<file path="config.mk">
export PLATFORM = sky130hd
export DESIGN_NAME = gol_cursor_ctrl
export DESIGN_NICKNAME = d
export VERILOG_FILES = /design/src/rtl/gol_cursor_ctrl_pkg.sv /design/src/rtl/gol_cursor_ctrl_btn_conditioner.sv /design/src/rtl/gol_cursor_ctrl.sv
export SDC_FILE = /design/constraint.sdc
export NUM_CORES = 1
export LEC_CHECK = 0
export ABC_AREA = 1
export CAP_MARGIN = 25
export CORE_UTILIZATION = 42
export CTS_BUF_LIST = sky130_fd_sc_hd__clkbuf_2
export DETAILED_ROUTE_END_ITERATION = 10
export PLACE_DENSITY = 0.57
export SYNTH_ARGS = -nofsm -noshare
export SYNTH_HDL_FRONTEND = slang
export SYNTH_HIERARCHICAL = 1
export SYNTH_SLANG_ARGS = --single-unit
export TNS_END_PERCENT = 100
</file>
<file path="constraint.sdc">
create_clock -name clk -period 7.3 [get_ports clk]
set_input_delay 1.46 -clock clk [delete_from_list [all_inputs] [get_ports clk]]
set_output_delay 1.46 -clock clk [all_outputs]
set_load 0.1 [all_outputs]
</file>
<file path="src/rtl/gol_cursor_ctrl_pkg.sv">
// Shared types and helpers for the GOL edit-mode cursor controller.
//   zoom_t      : viewport zoom level (32, 16 or 8 cells wide)
//   tog_state_t : cell-toggle request handshake state
//   action_t    : single arbitrated action applied in a cycle
//   zoomStep()  : next zoom level in the 32 -> 16 -> 8 -> 32 cycle
//   zoomCells() : viewport width in cells for a zoom level
package gol_cursor_ctrl_pkg;

  typedef enum logic [1:0] {
    Z32 = 2'd0,
    Z16 = 2'd1,
    Z8  = 2'd2
  } zoom_t;

  localparam logic [7:0] NUMCELLS_Z32 = 8'd32;
  localparam logic [7:0] NUMCELLS_Z16 = 8'd16;
  localparam logic [7:0] NUMCELLS_Z8  = 8'd8;

  typedef enum logic {
    IDLE = 1'b0,
    REQ  = 1'b1
  } tog_state_t;

  typedef enum logic [2:0] {
    ACT_NONE  = 3'd0,
    ACT_RUN   = 3'd1,
    ACT_TOG   = 3'd2,
    ACT_ZOOM  = 3'd3,
    ACT_UP    = 3'd4,
    ACT_DOWN  = 3'd5,
    ACT_LEFT  = 3'd6,
    ACT_RIGHT = 3'd7
  } action_t;

  // Button indices into the conditioned event vector. Direction buttons
  // occupy the low indices so the auto-repeat instances form one range.
  localparam int BTN_UP    = 0;
  localparam int BTN_DOWN  = 1;
  localparam int BTN_LEFT  = 2;
  localparam int BTN_RIGHT = 3;
  localparam int BTN_ZOOM  = 4;
  localparam int BTN_RUN   = 5;
  localparam int BTN_TOG   = 6;
  localparam int NUM_BTN   = 7;

  function automatic zoom_t zoomStep(input zoom_t z);
    case (z)
      Z32:     zoomStep = Z16;
      Z16:     zoomStep = Z8;
      default: zoomStep = Z32;
    endcase
  endfunction

  function automatic logic [7:0] zoomCells(input zoom_t z);
    case (z)
      Z16:     zoomCells = NUMCELLS_Z16;
      Z8:      zoomCells = NUMCELLS_Z8;
      default: zoomCells = NUMCELLS_Z32;
    endcase
  endfunction

endpackage

</file>
<file path="src/rtl/gol_cursor_ctrl_btn_conditioner.sv">
// Raw push-button conditioner: 2-flop synchroniser, rising-edge detector and
// optional hold-to-repeat.
//   clk   in  system clock
//   rst_b in  synchronous active-low reset
//   raw   in  asynchronous button level, active-high
//   evt   out one-cycle event: on the press edge and, when REPEAT_EN=1, after
//             HOLD_CYC cycles of holding and then every RPT_CYC cycles
module gol_cursor_ctrl_btn_conditioner #(
  parameter int HOLD_CYC  = 5000000,
  parameter int RPT_CYC   = 1250000,
  parameter bit REPEAT_EN = 1'b0
) (
  input  logic clk,
  input  logic rst_b,
  input  logic raw,
  output logic evt
);

  logic syncQ1Reg;
  logic syncQ2Reg;
  logic prevReg;
  logic rise;

  always_ff @(posedge clk) begin
    if (!rst_b) begin
      syncQ1Reg <= 1'b0;
      syncQ2Reg <= 1'b0;
      prevReg   <= 1'b0;
    end else begin
      syncQ1Reg <= raw;
      syncQ2Reg <= syncQ1Reg;
      prevReg   <= syncQ2Reg;
    end
  end

  // Combinational edge so the event lands in the cycle after the second
  // synchroniser stage goes high; state using it updates on the next edge.
  assign rise = syncQ2Reg & ~prevReg;

  generate
    if (REPEAT_EN) begin : gRepeat
      localparam int MAX_CYC = (HOLD_CYC > RPT_CYC) ? HOLD_CYC : RPT_CYC;
      localparam int CW      = $clog2(MAX_CYC + 1);

      logic [CW-1:0] cntReg;
      logic          repeatingReg;
      logic          rptFire;

      // cntReg counts cycles since the last event (1 in the cycle after it).
      // Qualifying with prevReg keeps a stale count from firing on the edge.
      always_comb begin
        rptFire = syncQ2Reg & prevReg &
                  (cntReg == (repeatingReg ? CW'(RPT_CYC) : CW'(HOLD_CYC)));
      end

      always_ff @(posedge clk) begin
        if (!rst_b) begin
          cntReg       <= '0;
          repeatingReg <= 1'b0;
        end else if (!syncQ2Reg) begin
          cntReg       <= '0;
          repeatingReg <= 1'b0;
        end else if (rise) begin
          cntReg       <= CW'(1);
          repeatingReg <= 1'b0;
        end else if (rptFire) begin
          cntReg       <= CW'(1);
          repeatingReg <= 1'b1;
        end else begin
          cntReg       <= cntReg + CW'(1);
        end
      end

      assign evt = rise | rptFire;
    end else begin : gEdgeOnly
      assign evt = rise;
    end
  endgenerate

endmodule

</file>
<file path="src/rtl/gol_cursor_ctrl.sv">
// Edit-mode front end for the GOL display path. Conditions the raw buttons,
// owns the cursor, the viewport and run_mode, and issues cell-toggle write
// requests to the board memory.
//   clk, rst_b                 clock, synchronous active-low reset
//   btn_up/down/left/right     raw direction buttons (auto-repeat)
//   btn_zoom, btn_run, btn_tog raw buttons (edge only)
//   tog_ack                    board memory accepted the toggle request
//   run_mode                   1 = simulation running, 0 = edit
//   abs_cursR/C                cursor cell, absolute board coordinates
//   winR/C                     viewport top-left cell
//   win_numCells               viewport width in cells (32, 16 or 8)
//   tog_req, tog_addrR/C       toggle request held until tog_ack, with address
// K must be at least 5 so the widest (32-cell) viewport fits on the board.
module gol_cursor_ctrl
  import gol_cursor_ctrl_pkg::*;
#(
  parameter int K        = 6,
  parameter int HOLD_CYC = 5000000,
  parameter int RPT_CYC  = 1250000
) (
  input  logic         clk,
  input  logic         rst_b,
  input  logic         btn_up,
  input  logic         btn_down,
  input  logic         btn_left,
  input  logic         btn_right,
  input  logic         btn_zoom,
  input  logic         btn_run,
  input  logic         btn_tog,
  input  logic         tog_ack,
  output logic         run_mode,
  output logic [K-1:0] abs_cursR,
  output logic [K-1:0] abs_cursC,
  output logic [K-1:0] winR,
  output logic [K-1:0] winC,
  output logic [7:0]   win_numCells,
  output logic         tog_req,
  output logic [K-1:0] tog_addrR,
  output logic [K-1:0] tog_addrC
);

  // ---------------------------------------------------------------- buttons
  logic [NUM_BTN-1:0] rawBtn;
  logic [NUM_BTN-1:0] btnEvt;

  assign rawBtn[BTN_UP]    = btn_up;
  assign rawBtn[BTN_DOWN]  = btn_down;
  assign rawBtn[BTN_LEFT]  = btn_left;
  assign rawBtn[BTN_RIGHT] = btn_right;
  assign rawBtn[BTN_ZOOM]  = btn_zoom;
  assign rawBtn[BTN_RUN]   = btn_run;
  assign rawBtn[BTN_TOG]   = btn_tog;

  genvar gi;
  generate
    for (gi = 0; gi < NUM_BTN; gi++) begin : gBtn
      gol_cursor_ctrl_btn_conditioner #(
        .HOLD_CYC  (HOLD_CYC),
        .RPT_CYC   (RPT_CYC),
        .REPEAT_EN (gi <= BTN_RIGHT)
      ) uCond (
        .clk   (clk),
        .rst_b (rst_b),
        .raw   (rawBtn[gi]),
        .evt   (btnEvt[gi])
      );
    end
  endgenerate

  // ---------------------------------------------------------------- state
  logic         runModeReg;
  logic [K-1:0] cursRReg, cursCReg;
  logic [K-1:0] winRReg, winCReg;
  zoom_t        zoomReg;
  tog_state_t   togStateReg;
  logic         togReqReg;
  logic [K-1:0] togAddrRReg, togAddrCReg;

  logic [K-1:0] cursRNext, cursCNext;
  logic [K-1:0] winRNext, winCNext;
  zoom_t        zoomNext;
  logic [K:0]   nCur;
  logic [K:0]   nNew;
  logic         inReq;
  logic         editOk;
  action_t      act;

  // Keep the viewport around the cursor after a one-cell move.
  function automatic logic [K-1:0] followWin(input logic [K-1:0] curs,
                                             input logic [K-1:0] win,
                                             input logic [K:0]   n);
    logic [K:0] c;
    logic [K:0] w;
    c = {1'b0, curs};
    w = {1'b0, win};
    followWin = win;
    if (c < w) begin
      followWin = curs;
    end else if (c >= w + n) begin
      followWin = K'(c - n + (K+1)'(1));
    end
  endfunction

  // Centre the viewport on the cursor, clamped to the board. The low bound
  // can go negative, hence the signed K+1-bit arithmetic; the upper bound
  // 2^K - n is always non-negative and below 2^K.
  function automatic logic [K-1:0] zoomWin(input logic [K-1:0] curs,
                                           input logic [K:0]   n);
    logic [K:0]        span;
    logic signed [K:0] lo;
    logic signed [K:0] hi;
    span = (K+1)'(1) << K;
    hi   = $signed(span - n);
    lo   = $signed({1'b0, curs}) - $signed(n >> 1);
    if (lo[K]) begin
      zoomWin = '0;
    end else if (lo > hi) begin
      zoomWin = hi[K-1:0];
    end else begin
      zoomWin = lo[K-1:0];
    end
  endfunction

  assign nCur   = (K+1)'(zoomCells(zoomReg));
  assign inReq  = (togStateReg == REQ);
  assign editOk = !runModeReg && !inReq;

  // One action per cycle; events that lose, or are not allowed in the
  // current mode, are simply dropped.
  always_comb begin
    act = ACT_NONE;
    if (btnEvt[BTN_RUN]) begin
      act = ACT_RUN;
    end else if (btnEvt[BTN_TOG] && editOk) begin
      act = ACT_TOG;
    end else if (btnEvt[BTN_ZOOM] && !inReq) begin
      act = ACT_ZOOM;
    end else if (btnEvt[BTN_UP] && editOk) begin
      act = ACT_UP;
    end else if (btnEvt[BTN_DOWN] && editOk) begin
      act = ACT_DOWN;
    end else if (btnEvt[BTN_LEFT] && editOk) begin
      act = ACT_LEFT;
    end else if (btnEvt[BTN_RIGHT] && editOk) begin
      act = ACT_RIGHT;
    end
  end

  always_comb begin
    cursRNext = cursRReg;
    cursCNext = cursCReg;
    winRNext  = winRReg;
    winCNext  = winCReg;
    zoomNext  = zoomReg;
    nNew      = nCur;
    case (act)
      ACT_ZOOM: begin
        zoomNext = zoomStep(zoomReg);
        nNew     = (K+1)'(zoomCells(zoomNext));
        winRNext = zoomWin(cursRReg, nNew);
        winCNext = zoomWin(cursCReg, nNew);
      end
      ACT_UP: begin
        if (cursRReg != '0) cursRNext = cursRReg - K'(1);
        winRNext = followWin(cursRNext, winRReg, nCur);
      end
      ACT_DOWN: begin
        if (cursRReg != {K{1'b1}}) cursRNext = cursRReg + K'(1);
        winRNext = followWin(cursRNext, winRReg, nCur);
      end
      ACT_LEFT: begin
        if (cursCReg != '0) cursCNext = cursCReg - K'(1);
        winCNext = followWin(cursCNext, winCReg, nCur);
      end
      ACT_RIGHT: begin
        if (cursCReg != {K{1'b1}}) cursCNext = cursCReg + K'(1);
        winCNext = followWin(cursCNext, winCReg, nCur);
      end
      default: ;
    endcase
  end

  // Registered state, run-mode toggle and toggle-request FSM.
  always_ff @(posedge clk) begin
    if (!rst_b) begin
      runModeReg  <= 1'b0;
      cursRReg    <= '0;
      cursCReg    <= '0;
      winRReg     <= '0;
      winCReg     <= '0;
      zoomReg     <= Z32;
      togStateReg <= IDLE;
      togReqReg   <= 1'b0;
      togAddrRReg <= '0;
      togAddrCReg <= '0;
    end else begin
      cursRReg <= cursRNext;
      cursCReg <= cursCNext;
      winRReg  <= winRNext;
      winCReg  <= winCNext;
      zoomReg  <= zoomNext;
      if (act == ACT_RUN) runModeReg <= ~runModeReg;
      case (togStateReg)
        IDLE: begin
          if (act == ACT_TOG) begin
            togStateReg <= REQ;
            togReqReg   <= 1'b1;
            togAddrRReg <= cursRReg;
            togAddrCReg <= cursCReg;
          end
        end
        REQ: begin
          if (tog_ack) begin
            togStateReg <= IDLE;
            togReqReg   <= 1'b0;
          end
        end
        default: begin
          togStateReg <= IDLE;
          togReqReg   <= 1'b0;
        end
      endcase
    end
  end

  assign run_mode     = runModeReg;
  assign abs_cursR    = cursRReg;
  assign abs_cursC    = cursCReg;
  assign winR         = winRReg;
  assign winC         = winCReg;
  assign win_numCells = zoomCells(zoomReg);
  assign tog_req      = togReqReg;
  assign tog_addrR    = togAddrRReg;
  assign tog_addrC    = togAddrCReg;

endmodule

</file>
=== After elaboration in Yosys (flattened, before gate mapping) ===
Cells that the tools add are included.

* Flip-flop bits (word level): 158
* Latch bits: 0
* Bits in writable memories: 0
* Bits in read-only memories: 0
* Input bits: 10
* Output and inout port bits: 46
* Logic and storage cells: 216
* Memories: 0

* Add/subtract/negate cells: 21
* Multipliers: 0
* Div/mod/pow operators: 0
* Order comparisons: 10
* Equality and inequality tests: 23
* Shift-type cells: 0
* Muxes and demuxes: 54
* Bitwise logic cells: 33
* Reductions and logical operators: 32

{| class="wikitable"
|+ Operator list
! cell !! count
|-
| $mux W6 || 20
|-
| $add A23 B1 Y23 const B || 4
|-
| $eq A23 B23 Y1 || 4
|-
| $mux W23 || 4
|-
| $pmux W6 S2 || 4
|-
| $add A6 B1 Y6 const B || 6
|-
| $pmux W6 S3 || 2
|-
| $ge A6 B7 Y1 || 4
|-
| $lt A6 B6 Y1 || 4
|-
| $sub A6 B6 Y6 || 4
|-
| $mux W3 || 7
|-
| $reduce_or A4 Y1 || 4
|-
| $and A1 B1 Y1 || 15
|-
| $add A6 B7 Y7 || 2
|-
| $gt A7 B7 Y1 || 2
|-
| $not A1 Y1 || 14
|-
| $sub A6 B6 Y7 || 2
|-
| $eq A3 B3 Y1 const B || 4
|-
| $mux W1 || 12
|-
| $ne A3 B3 Y1 const B || 4
|-
| $ne A6 B6 Y1 const B || 2
|-
| $reduce_and A2 Y1 || 6
|-
| $reduce_bool A6 Y1 || 2
|-
| $reduce_or A3 Y1 || 4
|-
| other kinds (18) || 37
|}

=== Logic depth before layout (Yosys ltp) ===
Gate-level depths: netlist of the first run.

* Word-level depth: 22
* Mapped depth: 22
* Gate-level depth less buffers: 22

=== Modules after synthesis ===
The synthesis of the first run kept the hierarchy.

{| class="wikitable"
|+ By module, submodules not included
! module !! instances !! cells an instance !! area an instance (µm²) !! sequential area each (µm²)
|-
| gol_cursor_ctrl || 1 || 843 || 5,439.0 || 820.8
|-
| gol_cursor_ctrl_btn_conditioner at gBtn[0].uCond ... || 3 || 216 || 1,478.9 || 540.5
|-
| gol_cursor_ctrl_btn_conditioner at gBtn[3].uCond || 1 || 223 || 1,497.7 || 540.5
|-
| gol_cursor_ctrl_btn_conditioner at gBtn[4].uCond ... || 3 || 11 || 92.6 || 60.1
|}

=== Least setup slack after synthesis of the first run ===
No wires, ideal clock.

* Kind: register to register
* Start point: register cursRReg[0], in the netlist abs_cursR[0]
* End point: register winRReg[0], in the netlist winR[0]
* Data arrival time: 3.576 ns
* Data required time: 7.181 ns
* Path slack: 3.605 ns
* Stages on the path, launching flop included: 17
* Buffers on the path: 1
* Period minus slack after synthesis: 3.695 ns
* Cells stage by stage: dfxtp_1 inv_1 ha_1 nand2_1 nor2_1 nand2_1 o21ai_0 ha_1 a21oi_1 or2_2 nand2_1 inv_1 nor2_1 nand2_1 buf_4 a21oi_1 nor2_1

* Word-level cells in the longest chain between the ends: 8
* Elaborated cells between the ends (all ways): 28

{| class="wikitable"
|+ Ends and longest elaborated chain
! item !! line !! text
|-
| start: declaration || gol_cursor_ctrl.sv:72 || <nowiki>logic [K-1:0] cursRReg, cursCReg;</nowiki>
|-
| start signal: assignment || gol_cursor_ctrl.sv:197 || <nowiki>cursRReg <= cursRNext;</nowiki>
|-
| $add A6 B1 Y6, or another cell as far along || gol_cursor_ctrl.sv:168 || <nowiki>if (cursRReg != {K{1'b1}}) cursRNext = cursRReg + K'(1);</nowiki>
|-
| $mux W6 (on tied branches) || gol_cursor_ctrl.sv:168, gol_cursor_ctrl.sv:164 ||
|-
| $mux W6 || gol_cursor_ctrl.sv:156 || <nowiki>case (act)</nowiki>
|-
| $sub A6 B6 Y6 || gol_cursor_ctrl.sv:100 || <nowiki>followWin = K'(c - n + (K+1)'(1));</nowiki>
|-
| $add A6 B1 Y6 || gol_cursor_ctrl.sv:100 ||
|-
| $mux W6 || gol_cursor_ctrl.sv:99 || <nowiki>end else if (c >= w + n) begin</nowiki>
|-
| $mux W6 || gol_cursor_ctrl.sv:97 || <nowiki>if (c < w) begin</nowiki>
|-
| $pmux W6 S3 || gol_cursor_ctrl.sv:156 ||
|-
| end signal: assignment || gol_cursor_ctrl.sv:199 || <nowiki>winRReg <= winRNext;</nowiki>
|-
| end: declaration || gol_cursor_ctrl.sv:73 || <nowiki>logic [K-1:0] winRReg, winCReg;</nowiki>
|}

Parallel ways exist; a longest one is shown, timed or not. The select of a mux whose other input is x is not followed.
A chain may end at the register's enable or synchronous reset.

=== Worst setup path in the final report of the first run ===
* Start point: register zoomReg[0]
* End point: output port win_numCells[5]

* Word-level cells in the longest chain between the ends: 2
* Elaborated cells between the ends (all ways): 3

{| class="wikitable"
|+ Ends and longest elaborated chain
! item !! line !! text
|-
| start: declaration || gol_cursor_ctrl.sv:74 || <nowiki>zoom_t zoomReg;</nowiki>
|-
| start signal: assignment || gol_cursor_ctrl.sv:201 || <nowiki>zoomReg <= zoomNext;</nowiki>
|-
| $eq A2 B2 Y1 / $eq A2 B1 Y1 (equally long branches) || gol_cursor_ctrl_pkg.sv:55 || <nowiki>case (z)</nowiki>
|-
| $pmux W6 S2 * || gol_cursor_ctrl_pkg.sv:55 ||
|-
| end: declaration || gol_cursor_ctrl.sv:36 || <nowiki>output logic [7:0] win_numCells,</nowiki>
|}

Mark *: on every way between the ends. The rest lies on a longest branch, timed or not.

==> flow_summary.ini, run 1 <==
[cells_and_area]
design_area_um2 = 12700
n_fill_cell = 2892
multi_input_area_um2 = 7290
drive_gt1_share_pct = 8.73
area_growth_pct = 8.85
ff_latch_area_um2 = 3160
nets = 1915

[sta]
finalHoldViolations = 0
worst-slew-pin-transition_ns = 1.09
slew_violations = 0
min_period_over_period_pct = 59.9
setup_viol_count_final = 0
rsz0062_at_grt = false
setup-tns-final_ns = 0
relSlewSlack_pct = 27.3
fmax_ghz = 0.229
finClkSkew_ns = 0.0553
min_period_ns = 4.37

[global_routing]
grt-ovfl-total = 0
grt_pass1_vias = 9920
track_usage_pct = 20.3
grt_max_degree = 61
grt_antenna_before_repair = 1
grt_pass1_wl_um = 47100

[pwr]
pwr-share-comb_pct = 46.4
power.internal_mw = 1.42
switching_share_pct = 46.0
p_clk_share_pct = 18.3
peakVddDrop_mv = 0.143
report.power.total_mw = 2.63
power.density_nw_per_um2 = 207
leakagePower_nw = 5.37
p_switching_mw = 1.21
power_frac_seq_pct = 35.3

[worst_setup_path]
rr_endpoint = winR[5]$_SDFFE_PN0P_
reg2reg_depth = 18
regToRegSetupSlack_ns = 3.68
end_kind = output pin
worstPathMaxFanout = 5
cp.arrival_ns = 2.91
reg2reg_from = abs_cursR[0]$_SDFFE_PN0N_
required_ns = 5.84
crit_type = register to output pin
critPathLaunchType = register

[synthesis]
syn_inst = 1747
seq_area_frac_synth_pct = 27.1
synth-seq-cells = 158
syn_area_per_cell_um2 = 6.67
yosys_warnings = 6
syn_area_um2 = 11700
synth_cell_types = 45

[detailed_routing]
drc = 0
vias_per_cell = 4.85
detail_route.first_pass.iterations = 5
drt_iter0_drc = 623
wire_per_inst_um = 12.8
ant_nets = 0
finalWirelength_um = 27900
vias = 10600

[clock_tree]
root_buffer = clkbuf_2
htreeDepth = 4
cts_buffers = 17
cts.path.max_buffers = 2
clkSinkCount = 158
post_cts_resized = 0
cts_tree = yes
holdBufCountCts = 0
clock_latency_ns = 0.73
path_clk_slew_ns = 0.24
cts_setup_buffers = 0

[die]
die_w_um = 169
rows = 60
die_y_um = 169
ios = 56
start_util_pct = 43.0
core_um2 = 27100
die-area_um2 = 28400

[placement]
place_area_um2 = 12500
dp_hpwl_um = 21800
port-buffer-count = 50
gp_congestion = 0.859

[status]
outcome = finished clean

[worst_hold_path]
holdCritStartpoint = gBtn[6].uCond/syncQ1Reg$_SDFF_PN0_
hold_path_end = gBtn[6].uCond/syncQ2Reg$_SDFF_PN0_
min_path_cells = 2
hold_path.class = register to register

[job]
maxCapViolations = 0
## kinds of logic (layout without fill, tap and decap cells)
logic type / after synthesis / in the layout / synth area share (%)
AND/OR/NAND/NOR: 927 / 927 / 36.3
buffers and inverters: 299 / 357 / 10.5
AO/OA/AOI/OAI: 180 / 180 / 8.75
flip-flops: 158 / 158 / 27.1
adder cells (fa/ha/maj): 107 / 107 / 11.7
XOR/XNOR: 74 / 74 / 5.56
other: 2 / 8 / 0.0645
## Yosys cell counts, drive strengths merged
cell type / number / share of area (%)
a21boi: 4 / 0.26
a21o: 3 / 0.19
a21oi: 82 / 3.7
a221oi: 1 / 0.075
a31oi: 7 / 0.38
buf: 19 / 1.4
clkbuf: 6 / 0.20
clkinv: 1 / 0.043
conb: 2 / 0.064
dfxtp: 158 / 27
fa: 4 / 0.69
ha: 103 / 11
inv: 273 / 8.8
nand2: 461 / 16
nand3: 109 / 5.3
nand3b: 8 / 0.52
nand4: 34 / 2.0
nor2: 300 / 12
nor3: 8 / 0.54
nor4: 1 / 0.054
o211ai: 11 / 0.71
o21a: 4 / 0.26
o21ai: 53 / 2.3
o21bai: 3 / 0.19
o221a: 1 / 0.097
o221ai: 2 / 0.15
o22ai: 9 / 0.48
or2: 6 / 0.32
xnor2: 18 / 1.4
xor2: 56 / 4.2
## layout by cell type, fill, tap and decap left out, types with 4 or more instances in the layout
cell type        instances
o211ai_1                11
a21oi_2                  5
nand4_1                 33
conb_1                   7
nand2_2                 27
nand3b_1                 8
dfxtp_1                158
nor2_1                 248
fa_1                     4
nor2_4                  21
o21ai_0                 53
a21boi_0                 4
inv_1                  263
a31oi_1                  7
nor3_1                   6
nand2_4                  5
nand2_1                429
nor2_2                  30
nand3_1                 94
or2_2                    5
a21oi_1                 77
inv_2                   10
o22ai_1                  9
xor2_1                  56
ha_1                   103
nand3_2                 15
clkdlybuf4s50_1         49
clkbuf_2                18
xnor2_1                 18
o21a_1                   4
## layout make-up
cell class	instances	area share [%]
Sequential cell	158	24.9
Timing Repair Buffer	52	4.03
Clock inverter	13	1.05
Antenna cell	1	0.0197
Clock buffer	18	0.710
Multi-Input combinational cell	1295	57.5
Inverter	274	8.12
Tap cell	372	3.67
## power by group through the flow
stage	Clock (mW)	Combinational, mW	Sequential (mW)
after floorplan	0	0.787	1.11
after global placement	0	1.19	0.943
after detailed placement	0	1.21	0.943
after CTS	0.506	1.22	0.928
after global routing	0.543	1.37	0.933
final	0.481	1.22	0.927
## state kept, by name (all words and copies together) (netlist names)
register	flops
tog_req	1
gBtn.uCond/syncQ1Reg	7
tog_addrR	6
gBtn.uCond/prevReg	7
tog_addrC	6
winR	6
winC	6
inReq	1
abs_cursC	6
run_mode	1
gBtn.uCond/syncQ2Reg	7
gBtn.uCond/gRepeat.repeatingReg	4
gBtn.uCond/gRepeat.cntReg	92
abs_cursR	6
zoomReg	2
## how the worst max path moves through the flow
stage | from | end | slack, ns
final | zoomReg[0]$_SDFFE_PN0N_ | win_numCells[5] | 2.93
after floorplan | abs_cursR[0]$_SDFFE_PN0N_ | winR[0]$_SDFFE_PN0P_ | 3.60
after global routing | zoomReg[0]$_SDFFE_PN0N_ | win_numCells[5] | 2.76
after CTS | zoomReg[0]$_SDFFE_PN0N_ | win_numCells[5] | 2.87
after global placement | zoomReg[0]$_SDFFE_PN0N_ | win_numCells[5] | 3.74
after detailed placement | zoomReg[0]$_SDFFE_PN0N_ | win_numCells[5] | 3.72
## worst max-delay path: stages (launching register included)
cell and delay (ns):
dfxtp_1 0.44, inv_1 0.08, ha_1 0.40, inv_1 0.15
clkdlybuf4s50_1 1.15
## stage by stage
step                hold slack [ns]  util, %  setup slack (ns)  std cells
finish                        0.404     46.8              2.93       2183
global route                  0.430     46.8              2.76       2183
CTS                           0.399     46.8              2.87       2182
detailed placement            0.397     46.0              3.72       2151
global placement              0.399     46.0              3.74       2151
floorplan                     0.386        -              3.60       1752
## routing by layer
metal / routed length (um) / up-vias / GRT usage, %
met5: 0 / - / 0
met4: 455 / 0 / 5.26
met3: 719 / 30 / 2.99
met2: 13200 / 162 / 35.4
met1: 13500 / 4806 / 26.0
li1: - / 5592 / -
No activity file was read; power rests on OpenSTA's default activity.
==> run 2: changes to the inputs <==
Settings changed: PLACE_DENSITY 0.57 to 0.59.
Clock period 7.3 ns to 3.97 ns, I/O delays scaled along.
==> run 2 against run 1 <==
Net effect: total power grew 86%; clock-buffer cell count is the same; clock skew grew 0.016 ns; largest cell class unchanged.
==> flow_summary.ini, run 2 (synthesis results as in run 1) <==
[clock_tree]
cts_buffers = 17
path_clk_slew_ns = 0.28
cts_tree = yes
cts.path.max_buffers = 2
post_cts_resized = 0
holdBufCountCts = 0
root_buffer = clkbuf_2
clkSinkCount = 158
htreeDepth = 4
clock_latency_ns = 0.74
cts_setup_buffers = 0

[sta]
min_period_ns = 3.55
slew_violations = 0
timing.final.ws_setup_ns = 0.422
relSlewSlack_pct = 28.3
setup_viol_count_final = 0
fmax_ghz = 0.282
worst-slew-pin-transition_ns = 1.07
rsz0062_at_grt = false
finalHoldViolations = 0
min_period_over_period_pct = 89.4
setup-tns-final_ns = 0
finClkSkew_ns = 0.0713

[cells_and_area]
multi_input_area_um2 = 7290
largest_reg_flops = 92
area_growth_pct = 9.17
final_cell_mix = nand2_1, inv_1, nor2_1, dfxtp_1, ha_1
top_register = gBtn.uCond/gRepeat.cntReg
n_fill_cell = 2810
ff_latch_area_um2 = 3160
layout_commonest_cell = nand2_1
drive_gt1_share_pct = 8.94
nets = 1916

[worst_setup_path]
cpMaxStageDelayCell = clkdlybuf4s50_1
crit_path_max_incr_delay_ns = 1.20
path_delay_family = buffers and inverters
worstPathMaxFanout = 5
end_kind = output pin
critPathLaunchType = register
cp.arrival_ns = 2.75
crit_type = register to output pin
critPathBufInv = 2
required_ns = 3.18
crit_chain = inv_1 > ha_1 > clkdlybuf4s50_1

[pwr]
p_switching_mw = 2.23
power_frac_seq_pct = 34.8
power.internal_mw = 2.67
peakVddDrop_mv = 0.252
pwr-share-comb_pct = 45.8
switching_share_pct = 45.5
leakagePower_nw = 5.38
p_clk_share_pct = 19.4
power.density_nw_per_um2 = 385

[detailed_routing]
vias_per_cell = 4.83
detail_route.first_pass.iterations = 6
drt_iter0_drc = 620
wire_per_inst_um = 12.9
drc = 0
ant_nets = 0
finalWirelength_um = 28300
vias = 10600

[global_routing]
track_usage_pct = 20.4
grt_antenna_before_repair = 1
grt_pass1_wl_um = 47300
grt_pass1_vias = 9980
grt-ovfl-total = 0
grt_max_degree = 38

[die]
ios = 56
start_util_pct = 43.0
die_w_um = 169
rows = 60
die-area_um2 = 28400
die_y_um = 169
core_um2 = 27100

[placement]
preCtsSetupSlack_ns = 0.495
gp_congestion = 0.885
dp_hpwl_um = 22200
port-buffer-count = 50

[worst_hold_path]
hold_path.class = register to register

[status]
outcome = finished clean

[job]
maxCapViolations = 0
## run 2: worst paths after layout
check / from / end / slack [ns] / cells after the start
min: gBtn[0].uCond/syncQ1Reg$_SDFF_PN0_ / gBtn[0].uCond/syncQ2Reg$_SDFF_PN0_ / 0.42 / 2
max reg2reg: abs_cursR[0]$_SDFFE_PN0N_ / winR[5]$_SDFFE_PN0P_ / 0.49 / 18
min reg2reg: gBtn[0].uCond/syncQ1Reg$_SDFF_PN0_ / gBtn[0].uCond/syncQ2Reg$_SDFF_PN0_ / 0.42 / 2
max: zoomReg[0]$_SDFFE_PN0N_ / win_numCells[3] / 0.42 / 3
## run 2: area by class of cell
class / instances / share of cell area, %
repair buffers: 53 / 4.05
clock buffers: 18 / 0.708
flip-flops and latches: 158 / 24.9
multi-input cells: 1295 / 57.3
well taps: 372 / 3.66
clock inverters: 14 / 1.26
diodes: 2 / 0.0393
inverters: 274 / 8.10
## run 2: power by group through the flow
stage	Sequential, mW	Clock [mW]	Combinational [mW]
CTS	1.71	1.00	2.23
floorplan	2.04	0	1.45
detailed placement	1.74	0	2.22
global placement	1.74	0	2.21
global route	1.72	1.07	2.53
finish	1.71	0.951	2.24
## run 2: metrics by stage
| step | instances | hold slack (ns) | util, % | cell area, um^2 | total power [mW] |
|---|---|---|---|---|---|
| final | 2186 | 0.420 | 46.9 | 12700 | 4.90 |
| after global routing | 2186 | 0.436 | 46.9 | 12700 | 5.31 |
| after CTS | 2184 | 0.421 | 46.9 | 12700 | 4.94 |
| after detailed placement | 2152 | 0.399 | 46.0 | 12500 | 3.96 |
| after global placement | 2152 | 0.396 | 46.0 | 12500 | 3.94 |
| after floorplan | 1752 | 0.386 | - | 11700 | 3.49 |
## run 2: routing by layer
layer  track usage (%)  wire length, um
met1              26.6            13800
met2              35.3            13300
met3              2.76              889
met4              5.10              361
met5                 0                0
## run 2: worst register-to-register path: stages (launching register included)
cell and delay (ns):
dfxtp_1 0.46, inv_1 0.21, ha_1 0.26, nand2_1 0.09
nor2_1 0.15, nand2_1 0.20, nand2_1 0.16, inv_1 0.11
ha_1 0.35, nand4_1 0.09, or2_2 0.28, nand2_1 0.24
inv_1 0.13, nor2_1 0.20, nand2_2 0.20, nand2_1 0.13
nand2_1 0.05, nand2_1 0.05, nor2_1 0.04
==> edit 1 (config.mk and constraints of run 1) <==
The parameter `K` goes from 6 to 7.
--- a/src/rtl/gol_cursor_ctrl.sv
+++ b/src/rtl/gol_cursor_ctrl.sv
@@ -14,7 +14,7 @@
 module gol_cursor_ctrl
   import gol_cursor_ctrl_pkg::*;
 #(
-  parameter int K        = 6,
+  parameter int K        = 7,
   parameter int HOLD_CYC = 5000000,
   parameter int RPT_CYC  = 1250000
 ) (
Ports: changed (6 resized); port bits go from 56 to 62. The function was not compared with the original's and may differ.
==> edit 1 against run 1 <==
- count of clock-buffer cells in the layout stayed put
- synthesized area increased by 5.3%
- wire length rose by 10%
- worst setup slack got worse by 120 ps
- sequential cell count increased by 6
- design area up 5.5%
- power increased by 13%
- combinational power rose by 20%
- critical path type unchanged
- critical endpoint unchanged
- largest cell class unchanged
- largest power group unchanged
==> edit 1: results (changes against run 1) <==
Detailed routing
  – Pre-Repair DR Iteration Count: 7 (+2)
  – Final WL: 30800 microns (+10%)
  – Via-per-instance ratio: 4.89 (+0.84%)
  – Initial DRC Count: 700 (+12%)

Global route
  – Largest net degree at the start of global routing: 62 (+1.6%)
  – Gr usage total: 21.0% (+0.72 points)
  – First-pass GRT wire length: 51300 microns (+9.0%)
  – Vias in the first global route: 10.6k (+6.9%)

Place
  – Placement Cell Area: 13100 sq um (+5.4%)
  – Final GP Congestion: 0.904 (+5.3%)
  – Placed cell count: 2247 (+4.5%)
  – Hpwl dp: 23900 microns (+9.7%)
  – PortBufs: 56 (+12%)

Outcome
  – Status: finished, final reports clean

Yosys
  – Synth cell count leaders: nand2_1, nor2_1, inv_1
  – Top post-synthesis cells by area: dfxtp_1, nand2_1, ha_1
  – Avg Synthesized Cell Area: 6.71 sq um (+0.67%)
  – Sequential share of the synthesized area: 26.8% (-0.40 points)
  – Synth cell types: 48 (+6.7%)

Clock network
  – Clock latency reported for the late side of the worst-skew pair: 770 ps (+40 ps)
  – Number of H-tree levels: 4 (unchanged)

Worst setup path
  – Worst R2R Setup Slack: 3400 ps (-280 ps)
  – Arrival time worst endpoint: 3030 ps (+120 ps)

STA
  – Setup Skew: 39.7 ps (-15.7 ps)
  – Slew at the pin with the worst max-slew slack: 1090 ps (+0.715 ps)

Finish
  – Total Nets Final: 2017 (+5.3%)
  – Layout cell share with drive strength beyond 1: 8.18% (-0.55 points)
  – Final std cells w/o fill: 2280 (+4.4%)
  – Fillers: 3013 (+4.2%)

Power
  – Int Pwr: 1.58 mW (+11%)
  – Maximum vdd drop: 0.168 mV (+18%)
  – Static leakage: 5.72 nW (+6.6%)
[edit 1: changes by cell type after synthesis, moves of 4 or more]
cell	change
xor2_1	+4
dfxtp_1	+6
nand4_1	+6
o21a_1	+4
o22ai_1	-7
nor2_1	+11
nor3_1	+5
nand2_1	+32
nand3_2	-7
o211ai_1	+7
inv_1	-17
ha_1	+18
[edit 1: cell families (layout without fill, tap and decap cells)]
| family | Yosys count | count (layout) | synth area share (%) |
|---|---|---|---|
| simple gates | 976 | 976 | 35.9 |
| buf+inv | 292 | 353 | 9.81 |
| compound gates | 193 | 193 | 9.00 |
| flops | 164 | 164 | 26.8 |
| fa+ha+maj | 125 | 125 | 13.0 |
| xor+xnor | 77 | 77 | 5.49 |
| other cells | 1 | 8 | 0.0306 |
[edit 1: per-layer routing]
| metal | vias up | GRT usage (%) | routed length [microns] |
|---|---|---|---|
| met5 | - | 0 | 0 |
| met4 | 0 | 6.34 | 507 |
| met3 | 40 | 2.95 | 1210 |
| met2 | 220 | 35.3 | 14200 |
| met1 | 4992 | 27.8 | 14900 |
| li1 | 5902 | - | - |
[edit 1: critical path, stage by stage, from the launching register on]
cell and delay (ps):
dfxtp_1 420, inv_1 90, ha_1 440, inv_1 170, clkdlybuf4s50_1 1150
[edit 1: power groups by stage]
stage	combinational [mW]	sequential (mW)	clock (mW)
after floorplan	0.911	1.23	0
after global placement	1.44	0.995	0
after detailed placement	1.45	0.993	0
after CTS	1.45	0.977	0.556
after global routing	1.63	0.984	0.594
final	1.46	0.976	0.530
[edit 1: worst paths after layout]
check / start / end / depth (start not counted)
hold / removal: gBtn[6].uCond/syncQ1Reg / gBtn[6].uCond/syncQ2Reg / 2
hold reg to reg: gBtn[6].uCond/syncQ1Reg / gBtn[6].uCond/syncQ2Reg / 2
setup / recovery: zoomReg[0] / win_numCells[5] / 4
setup reg to reg: zoomReg[1] / winR[2] / 18
[edit 1: area by class of cell]
| cell class | count | area, sq um | area share [%] |
|---|---|---|---|
| clock inverter | 14 | 159 | 1.19 |
| sequential | 164 | 3280 | 24.5 |
| multi-input combinational | 1378 | 7810 | 58.3 |
| inverter | 263 | 990 | 7.39 |
| tap | 384 | 480 | 3.59 |
| antenna | 1 | 2.50 | 0.0187 |
| clock buffer | 18 | 90.1 | 0.673 |
| timing repair buffer | 58 | 571 | 4.26 |
[edit 1: through the flow]
step           hold slack [ps]  setup WS [ps]  power [mW]
5_1_grt                    450           2640        3.21
6_report                   427           2810        2.97
3_5_place_dp               402           3500        2.44
4_1_cts                    431           2700        2.99
2_1_floorplan              386           3390        2.14
3_3_place_gp               406           3520        2.43
==> edit 2 (flow settings as in run 1) <==
Made on the original files. Encoding of `zoom_t`: now one-hot (3 bits for 3 values).
--- a/src/rtl/gol_cursor_ctrl_pkg.sv
+++ b/src/rtl/gol_cursor_ctrl_pkg.sv
@@ -6,10 +6,10 @@
 //   zoomCells() : viewport width in cells for a zoom level
 package gol_cursor_ctrl_pkg;
 
-  typedef enum logic [1:0] {
-    Z32 = 2'd0,
-    Z16 = 2'd1,
-    Z8  = 2'd2
+  typedef enum logic [2:0] {
+    Z32 = 3'b001,
+    Z16 = 3'b010,
+    Z8  = 3'b100
   } zoom_t;
 
   localparam logic [7:0] NUMCELLS_Z32 = 8'd32;
Formal check against the unedited RTL: same outputs for any inputs over 4 cycles, from zero or initial values and one cycle with rst_b low; so few cycles prove little.
==> edit 2 against run 1 <==
- design area rose by 0.42%
- power increased by 0.20%
- worst hold slack better by 19 ps
- non-clock buffer count is 2 lower
- wire length up 2.6%
- sequential cell count up 1
- worst setup slack worse by 97 ps
- critical path depth grew 1
- utilization grew 0.20 points
- die area down 0.11%
- synthesized area decreased by 0.11%
- combinational power down 7%
- largest cell class unchanged
==> edit 2: results (changes against run 1) <==
Finish
  – Syn-to-layout area delta: 9.43%
  – Reg area: 3180 sq um (+0.63%)
  – #MultiIn Comb: 1305 (+0.77%)
  – Final non-clock buffer share: 3.89% (-0.13 points)
  – Clkbuf count: 17 (-1)
  – Invs w/o clock: 267 (-2.6%)
  – Clock network area share: 2.31% (+0.55 points)

Power
  – Int Pwr: 1.49 mW (+5.3%)
  – Maximum vdd drop: 0.0994 mV (-30%)
  – Static leakage: 5.37 nW (about the same)

Yosys
  – Synth cell count leaders: nand2_1, inv_1, nor2_1
  – Sequential share of the synthesized area: 27.3% (+0.20 points)
  – Synth cell types: 47 (+4.4%)
  – Avg Synthesized Cell Area: 6.65 sq um (-0.28%)
  – Compound-Gate Fraction of Synth Area: 7.91% (-0.84 points)
  – Top post-synthesis cells by area: dfxtp_1, nand2_1, ha_1

Clock network
  – Clock latency reported for the late side of the worst-skew pair: 750 ps (+20 ps)
  – Clk slew on worst S/H paths: 260 ps (+20 ps)

Worst setup path
  – R2R Path End: winR[2]
  – Arrival time worst endpoint: 3010 ps (+100 ps)
  – Max FO, Critical Path: 8 (+3)

STA
  – Period utilization: 61.2% (+1.3 points)
  – Max-slew headroom: 29.7% (+2.4 points)
  – Hold Slack: 423 ps (+19.1 ps)
  – Setup Skew: 61.3 ps (+5.93 ps)

Detailed routing
  – Wl on met1: 14700 microns (+8.8%)
  – Final WL: 28700 microns (+2.6%)
  – Met2 routed WL: 12500 microns (-5.7%)

Global route
  – Largest net degree at the start of global routing: 41 (-33%)
  – First-pass GRT wire length: 48600 microns (+3.2%)
  – Vias in the first global route: 9869 (-0.51%)
  – GRT met1 Usage: 30.4% (+4.4 points)
  – Gr usage total: 21.1% (+0.81 points)

Place
  – Placement Cell Area: 12400 sq um (-0.14%)

Hold path
  – Hold path endpoint: gBtn[5].uCond/syncQ2Reg

Outcome
  – Status: finished, final reports clean
## edit 2: cell types whose count changed after synthesis, sizes merged, moves of 5 or more
cell,before,now
inv,273,266
nand2,461,493
nand3,109,130
nand4,34,29
nor2,300,280
o21ai,53,37
o22ai,9,4
xor2,56,50
## edit 2: worst reg2reg max path, delay by kind of cell, from the launching register on
family | cells | cell delay [ps]
xor gates and xnor gates | 1 | 180
and+or+nand+nor | 6 | 1040
buffers and inverters | 2 | 230
DFF | 1 | 390
AOI/OAI and AO/OA | 6 | 670
adders and majority gates | 3 | 1070
## edit 2: cell families (layout without fill, tap and decap cells)
kind of cell    count (synthesis)  in the layout
xor+xnor                       70             70
flops                         159            159
fa+ha+maj                     105            105
compound gates                163            163
simple gates                  958            958
other cells                     2             10
buf+inv                       293            349
## edit 2: power by group through the flow
stage	combinational (mW)	sequential, mW	clock [mW]
finish	1.13	0.920	0.581
global placement	1.11	0.937	0
CTS	1.13	0.921	0.604
detailed placement	1.12	0.937	0
global route	1.28	0.926	0.646
floorplan	0.768	1.03	0
